### config.mk
export PLATFORM = sky130hd
export DESIGN_NAME = ups_ad2
export DESIGN_NICKNAME = d
export VERILOG_FILES = /design/src/rtl/ups_ad2.sv
export SDC_FILE = /design/constraint.sdc
export NUM_CORES = 1
export LEC_CHECK = 0
export BUFFER_PORTS_ARGS = -buffer_cell sky130_fd_sc_hd__buf_2
export CAP_MARGIN = 20
export CELL_PAD_IN_SITES_DETAIL_PLACEMENT = 0
export CELL_PAD_IN_SITES_GLOBAL_PLACEMENT = 2
export CORE_MARGIN = 3
export CORE_UTILIZATION = 35
export DETAILED_ROUTE_END_ITERATION = 7
export PLACE_DENSITY_LB_ADDON = 0.1
export SLEW_MARGIN = 5
export SYNTH_ARGS = -nofsm -noshare
export SYNTH_HDL_FRONTEND = slang
export SYNTH_SLANG_ARGS = --single-unit
### constraint.sdc
create_clock -name clk -period 1.3 [get_ports clk]
set_input_delay 0.065 -clock clk [delete_from_list [all_inputs] [get_ports clk]]
set_output_delay 0.065 -clock clk [all_outputs]
set_load 0.01 [all_outputs]
### src/rtl/ups_ad2.sv
// Serial ADC front end: free-running SCLK divider, chip-select framing and a 15-edge capture.
// Optional null-bit error flag, enabled by defining UPS_AD2_NULL_CHECK_EN.
`timescale 1ns/1ps
module ups_ad2 #(
  parameter int DIV_BIT = 2
) (
  input  logic        clk,
  input  logic        rst_n,
  input  logic        start,
  output logic        dv,
  output logic [11:0] data,
  output logic        err,
  output logic        busy,
  output logic        sclk,
  input  logic        din,
  output logic        cs_n
);

  // Handshake: start is a level request sampled only in IDLE (ignored, never queued, otherwise);
  // dv is a one-cycle strobe and data/err are valid in that same cycle.

  typedef enum logic [2:0] {
    IDLE     = 3'd0,
    CS_START = 3'd1,
    SHIFT    = 3'd2,
    CS_STOP  = 3'd3,
    DONE     = 3'd4
  } state_t;

  state_t      state;
  state_t      state_nxt;

  logic [7:0]  div_cnt;
  logic        sclk_l;
  logic        sclk_d;
  logic        sclk_rise;
  logic        sclk_fall;
  logic [3:0]  bit_cnt;
  logic        last_bit;
  logic [14:0] shift_q;
  logic [11:0] data_q;
  logic        unused_bits;

  assign sclk_rise = sclk_l & ~sclk_d;
  assign sclk_fall = ~sclk_l & sclk_d;
  assign last_bit  = (bit_cnt == 4'd14);

  // Discarded bits: upper divider taps and the sample/null positions of the frame.
  assign unused_bits = ^{div_cnt, shift_q[14:12]};

  always_ff @(posedge clk or negedge rst_n) begin
    if (!rst_n) begin
      div_cnt <= 8'd0;
      sclk_l  <= 1'b0;
      sclk_d  <= 1'b0;
    end else begin
      div_cnt <= div_cnt + 8'd1;
      sclk_l  <= div_cnt[DIV_BIT];
      sclk_d  <= sclk_l;
    end
  end

  // State register.
  always_ff @(posedge clk or negedge rst_n) begin
    if (!rst_n) begin
      state <= IDLE;
    end else begin
      state <= state_nxt;
    end
  end

  // Next-state logic.
  always_comb begin
    state_nxt = state;
    case (state)
      IDLE:     if (start) state_nxt = CS_START;
      CS_START: if (sclk_fall) state_nxt = SHIFT;
      SHIFT:    if (sclk_rise && last_bit) state_nxt = CS_STOP;
      CS_STOP:  if (sclk_fall) state_nxt = DONE;
      DONE:     state_nxt = IDLE;
      default:  state_nxt = IDLE;
    endcase
  end

  always_ff @(posedge clk or negedge rst_n) begin
    if (!rst_n) begin
      bit_cnt <= 4'd0;
      shift_q <= 15'd0;
    end else if (state == IDLE && start) begin
      bit_cnt <= 4'd0;
    end else if (state == SHIFT && sclk_rise) begin
      shift_q <= {shift_q[13:0], din};
      bit_cnt <= bit_cnt + 4'd1;
    end
  end

  // The sample lands on the edge that enters DONE, so data is valid alongside dv.
  always_ff @(posedge clk or negedge rst_n) begin
    if (!rst_n) begin
      data_q <= 12'd0;
    end else if (state == CS_STOP && sclk_fall) begin
      data_q <= shift_q[11:0];
    end
  end

`ifdef UPS_AD2_NULL_CHECK_EN
  logic null_q;

  always_ff @(posedge clk or negedge rst_n) begin
    if (!rst_n) begin
      null_q <= 1'b0;
    end else if (state == IDLE && start) begin
      null_q <= 1'b0;
    end else if (state == SHIFT && sclk_rise && bit_cnt == 4'd2) begin
      null_q <= din;
    end
  end
`endif

  // Output logic. The pin uses the delayed copy so its rising edge coincides with the
  // clock edge that captures din, and its falling edge lines up with cs_n going low.
  always_comb begin
    busy = (state != IDLE);
    cs_n = !(state == SHIFT || state == CS_STOP);
    sclk = (state == SHIFT) ? sclk_d : 1'b1;
    dv   = (state == DONE);
`ifdef UPS_AD2_NULL_CHECK_EN
    err  = (state == DONE) & null_q;
`else
    err  = 1'b0;
`endif
  end

  assign data = data_q;

endmodule

* After elaboration in Yosys (flattened, before gate mapping)
Index checks and enable logic that the tools add are counted.
** Storage, ports and cells
- Output and inout bits :: 17
- Register bits :: 41
- Logic and storage cells :: 42
** Cells by class
- Eq/ne operators :: 9
- Muxes and demuxes :: 8
- Reductions and logical operators :: 11
- Add/sub/neg operators :: 2
- Bitwise operators :: 5
** Operator list (count)
- $mux 3 :: 4
- $pmux 3 s4 :: 1
- $add 8x1->8 const B :: 1
- $mux 4 :: 2
- $ne 2x2->1 const B :: 4
- $eq 3x2->1 const B :: 2
- $add 4x1->4 const B :: 1
- $eq 4x4->1 const B :: 1
- $logic_and 1x1->1 :: 4
- $reduce_and 4->1 :: 1
- $eq 3x1->1 const B :: 1
- $eq 3x3->1 const B :: 1
- $logic_not 3->1 :: 1
- $not 1->1 :: 3
- $reduce_bool 3->1 :: 1
- $and 1x1->1 :: 2
- $reduce_and 2->1 :: 1
- $reduce_bool 2->1 :: 1
- $logic_not 1->1 :: 1
- $logic_or 1x1->1 :: 1
- $mux 1 :: 1

* Logic depth before layout (Yosys ltp)
- Depth after elaboration :: 5
- Mapped depth :: 5
- Mapped depth without buffers :: 5

* Worst setup path after synthesis
No wires, ideal clock.
- Path type :: register to register
- From :: register state[2]
- To :: register data_q[3], in the netlist data[3]
- Period minus slack after synthesis :: 1471 ps
- Required time :: 1175 ps
- Arrival :: 1346 ps
- Slack :: -171 ps
- Stages on the path, launching flop included :: 5
- Buffers on the path :: 1
- Cells stage by stage :: dfrtp_1 nand2b_1 nor2_2 buf_4 mux2_2
** On the way
- Longest elaborated chain between the ends :: 2
** Ends and longest elaborated chain
- start: declaration :: line 30 : state_t state;
- start signal: assignment :: line 68 : state <= state_nxt;
- $eq 3x2->1 :: line 101 : end else if (state == CS_STOP && sclk_fall) begin
- $logic_and 1x1->1 :: line 101
- end signal: assignment :: line 102 : data_q <= shift_q[11:0];
- end: declaration :: line 41 : logic [11:0] data_q;
Every way passes these cells.
A chain may end at the register's enable or synchronous reset.

* Final worst setup path
- From :: register state[0]
- To :: output port busy
** On the way
- Longest elaborated chain between the ends :: 1
** Ends and longest elaborated chain
- $reduce_bool 3->1 :: line 123 : busy = (state != IDLE);
- end: declaration :: line 13 : output logic busy,
Every way passes these cells.

==> summary.md <==
| Metric | Value |
|---|---|
| Crit-path slowest cell | dfrtp_2 |
| Final setup fails | 31 |
| Ys Warns | 0 |
| Nets@finish | 146 |
| Multi-input gate area | slightly above 600 sq um |
| IO buf count | 19 |
| WL/cell | roughly 14 um |
| Sequential area share after synthesis | 0.608 |
| Worst setup SP type | flop |
| Vias/cell | about 4.5 |
| Global route overflow | 0 |
| Initial core utilization | 0.365 |
| Top-count cell post-synth | dfrtp_1 |
| CP Class | reg2out |
| Pwr/cell area | 1010 nW/um^2 |
| Area delta synth->final | 32.7% |
| Layout Utilization | 0.485 |
| CTS Buffer Depth | 2 |
| R2r setup slk | -0.07 ns |
| Static Leak | 1.05 nW |
| Vias in the first global route | 960 |
| # rows | 23 |
| Antenna viol nets, final | 0 |
| Critical Path Sink Type | primary output |
| CP bufs+invs | 2 |
| Die area | roughly 5100 sq um |
| Boundary pin count | 21 |
| Total power draw | approximately 0.0020 W |
| Distinct cells, synth | 28 |
| Final Worst Setup Slack | -0.0917 ns |
| CP cell instances | buf_6 > or3_1 > buf_2 |
| CTS Buf Count | 5 |
| DPL Wire Length | 1780 um |
| Setup Skew | around 0.0056 ns |
| Worst path required time | 1.24 ns |
| Ys async rst share | 1.00 |
| Crit path DAT | between 1 and 1.5 ns |
| DR iter-0 viols | 34 |
| Core area | between 4000 and 5000 sq um |
| Fillers | between 300 and 400 |
| Hold Violations, Final | 0 |
| Largest stage delay on the critical path | 0.45 ns |
| Cell count after synthesis | 99 |
| Leading post-synthesis cells by cell area | dfrtp_1, mux2_4, mux2_2, mux2_1, mux2i_1 |
| Synth top cells by count | dfrtp_1, mux2_2, mux2_4 |
| Status | finished, violations left |
| Final period utilization | 1.07 |
| ANT cells | 0 |
| Clock transition at path regs | about 0.070 ns |
| Via count | 849 |
| Final Routed Wirelength | roughly 2700 um |
| Clock Latency Late Sink | 0.28 ns |
| Register area | around 900 sq um |
| CP max FO | 4 |
| WHS | 0.0224 ns |
| Routability cong. | around 0.74 |
| Share of the synthesized area in the top cell type | 0.608 |
| DRC | 0 |
| Post-synthesis instance area | 1480 sq um |
| Failing checks | negative setup slack |
| Die X-Extent | 71.1 um |
| Post-Place Cells | approximately 180 |
| RSZ-0062 raised after global routing | yes |
| Antenna violations before repair | 0 |
| Post-Syn Nets | 106 |
| Main flop type after synthesis | dfrtp_1 |
| Fmax | around 0.7 GHz |
| Cell accounting for the most synthesized area | dfrtp_1 |
| Largest net degree at the start of global routing | 20 |
| H-tree Lvls | 2 |
| First-pass GRT wire length | 4680 um |
| TritonCTS clock tree | yes |
| First drt pass iteration count | 2 |
| Post-Syn Area per Cell | 15.0 sq um |
| Clock sink count | 36 |
| Share of cells above drive strength 1 | 0.521 |
| Post-synth EDFFs | 0 |
| Fin. max-slew vios | 0 |
| Max-cap violations | 0 |
| Crit path time final | 1.39 ns |
| Top Family by Delay on Critical Path | flip-flops |
| Synthesized flop and latch total | 36 |
| Final cell count without fillers | between 150 and 200 |
| Gr usage total | 0.121 |
| Root buf cell | clkbuf_8 |
| Die Y | ~70 um |
| Worst IR Drop VDD | 0.748 mV |
| Hold/Removal Path Class | in2reg |
==> power breakdown <==
group          switching [W]  internal (W)  leakage, nW
clock               0.000358      0.000432       0.0455
combinational      0.0000275     0.0000240        0.539
sequential        0.00000901       0.00113        0.466
==> layer usage <==
metal | routed length, um | GRT usage | vias to the layer above
met5 | 0 | 0 | -
met4 | 19 | 0.0564 | 0
met3 | 101 | 0.0369 | 2
met2 | 1240 | 0.181 | 16
met1 | 1290 | 0.160 | 414
li1 | - | - | 417
==> cell usage in the layout, fill, tap and decap left out, drive strengths merged, types with 3 or more instances in the layout <==
cell type  count
inv            3
clkbuf         8
mux2          24
ha             3
nand2          5
dfrtp         36
mux2i          4
nand2b         3
buf           35
==> final cells by class <==
cell class | count | share of cell area
sequential | 36 | 0.460
multi-input combinational | 57 | 0.316
timing repair buffer | 36 | 0.141
clock buffer | 8 | 0.0458
tap | 50 | 0.0318
inverter | 3 | 0.00573
==> stage by stage <==
| stage | setup WS, ns | setup TNS [ns] | cell area, sq um |
|---|---|---|---|
| 2_1_floorplan | -0.0988 | -1.62 | 1490 |
| 3_3_place_gp | -0.0758 | -1.22 | 1730 |
| 3_5_place_dp | -0.0836 | -1.63 | 1730 |
| 4_1_cts | -0.106 | -1.56 | 1960 |
| 5_1_grt | -0.139 | -3.07 | 1970 |
| 6_report | -0.0917 | -1.39 | 1970 |
==> cell families (layout without fill, tap and decap cells) <==
logic type,after synthesis,in the layout,synth area share
adder cells (fa/ha/maj),3,3,0.0253
multiplexers,28,28,0.230
XOR/XNOR,2,2,0.0118
other,1,1,0.00253
AO/OA/AOI/OAI,2,2,0.00675
buffers and inverters,6,47,0.0253
flip-flops,36,36,0.608
AND/OR/NAND/NOR,21,21,0.0912
==> sequential cells by signal (all words and copies together), names as in the netlist <==
| register | flops |
|---|---|
| bit_cnt | 4 |
| data | 12 |
| div_cnt | 3 |
| sclk_d | 1 |
| sclk_l | 1 |
| shift_q | 12 |
| state | 3 |
==> worst register-to-register path, stage by stage, from the launching register on <==
cell and delay (ns):
dfrtp_2 0.45, nor3b_4 0.23, nand2_2 0.10, buf_12 0.17
mux2_4 0.30
==> final timing paths <==
kind,start,cells past startpoint,endpoint
worst max-delay path,state[0],3,busy
worst min-delay path,din,2,shift_q[0]
worst max register to register,state[0],4,shift_q[7]
worst min register to register,div_cnt[2],0,sclk_l
max in group asynchronous,rst_n,3,shift_q[11]
min in group asynchronous,rst_n,2,bit_cnt[3]
==> repair_timing <==
item                                    CTS  global route
hold endpoints to repair                 17             0
endpoints found under the setup margin   31            31
pin swaps                                 2             2
hold buffers                              1             0
buffers inserted                          5             0
resized for setup                        26             2
Note: power is estimated with default switching activity, not from simulation.
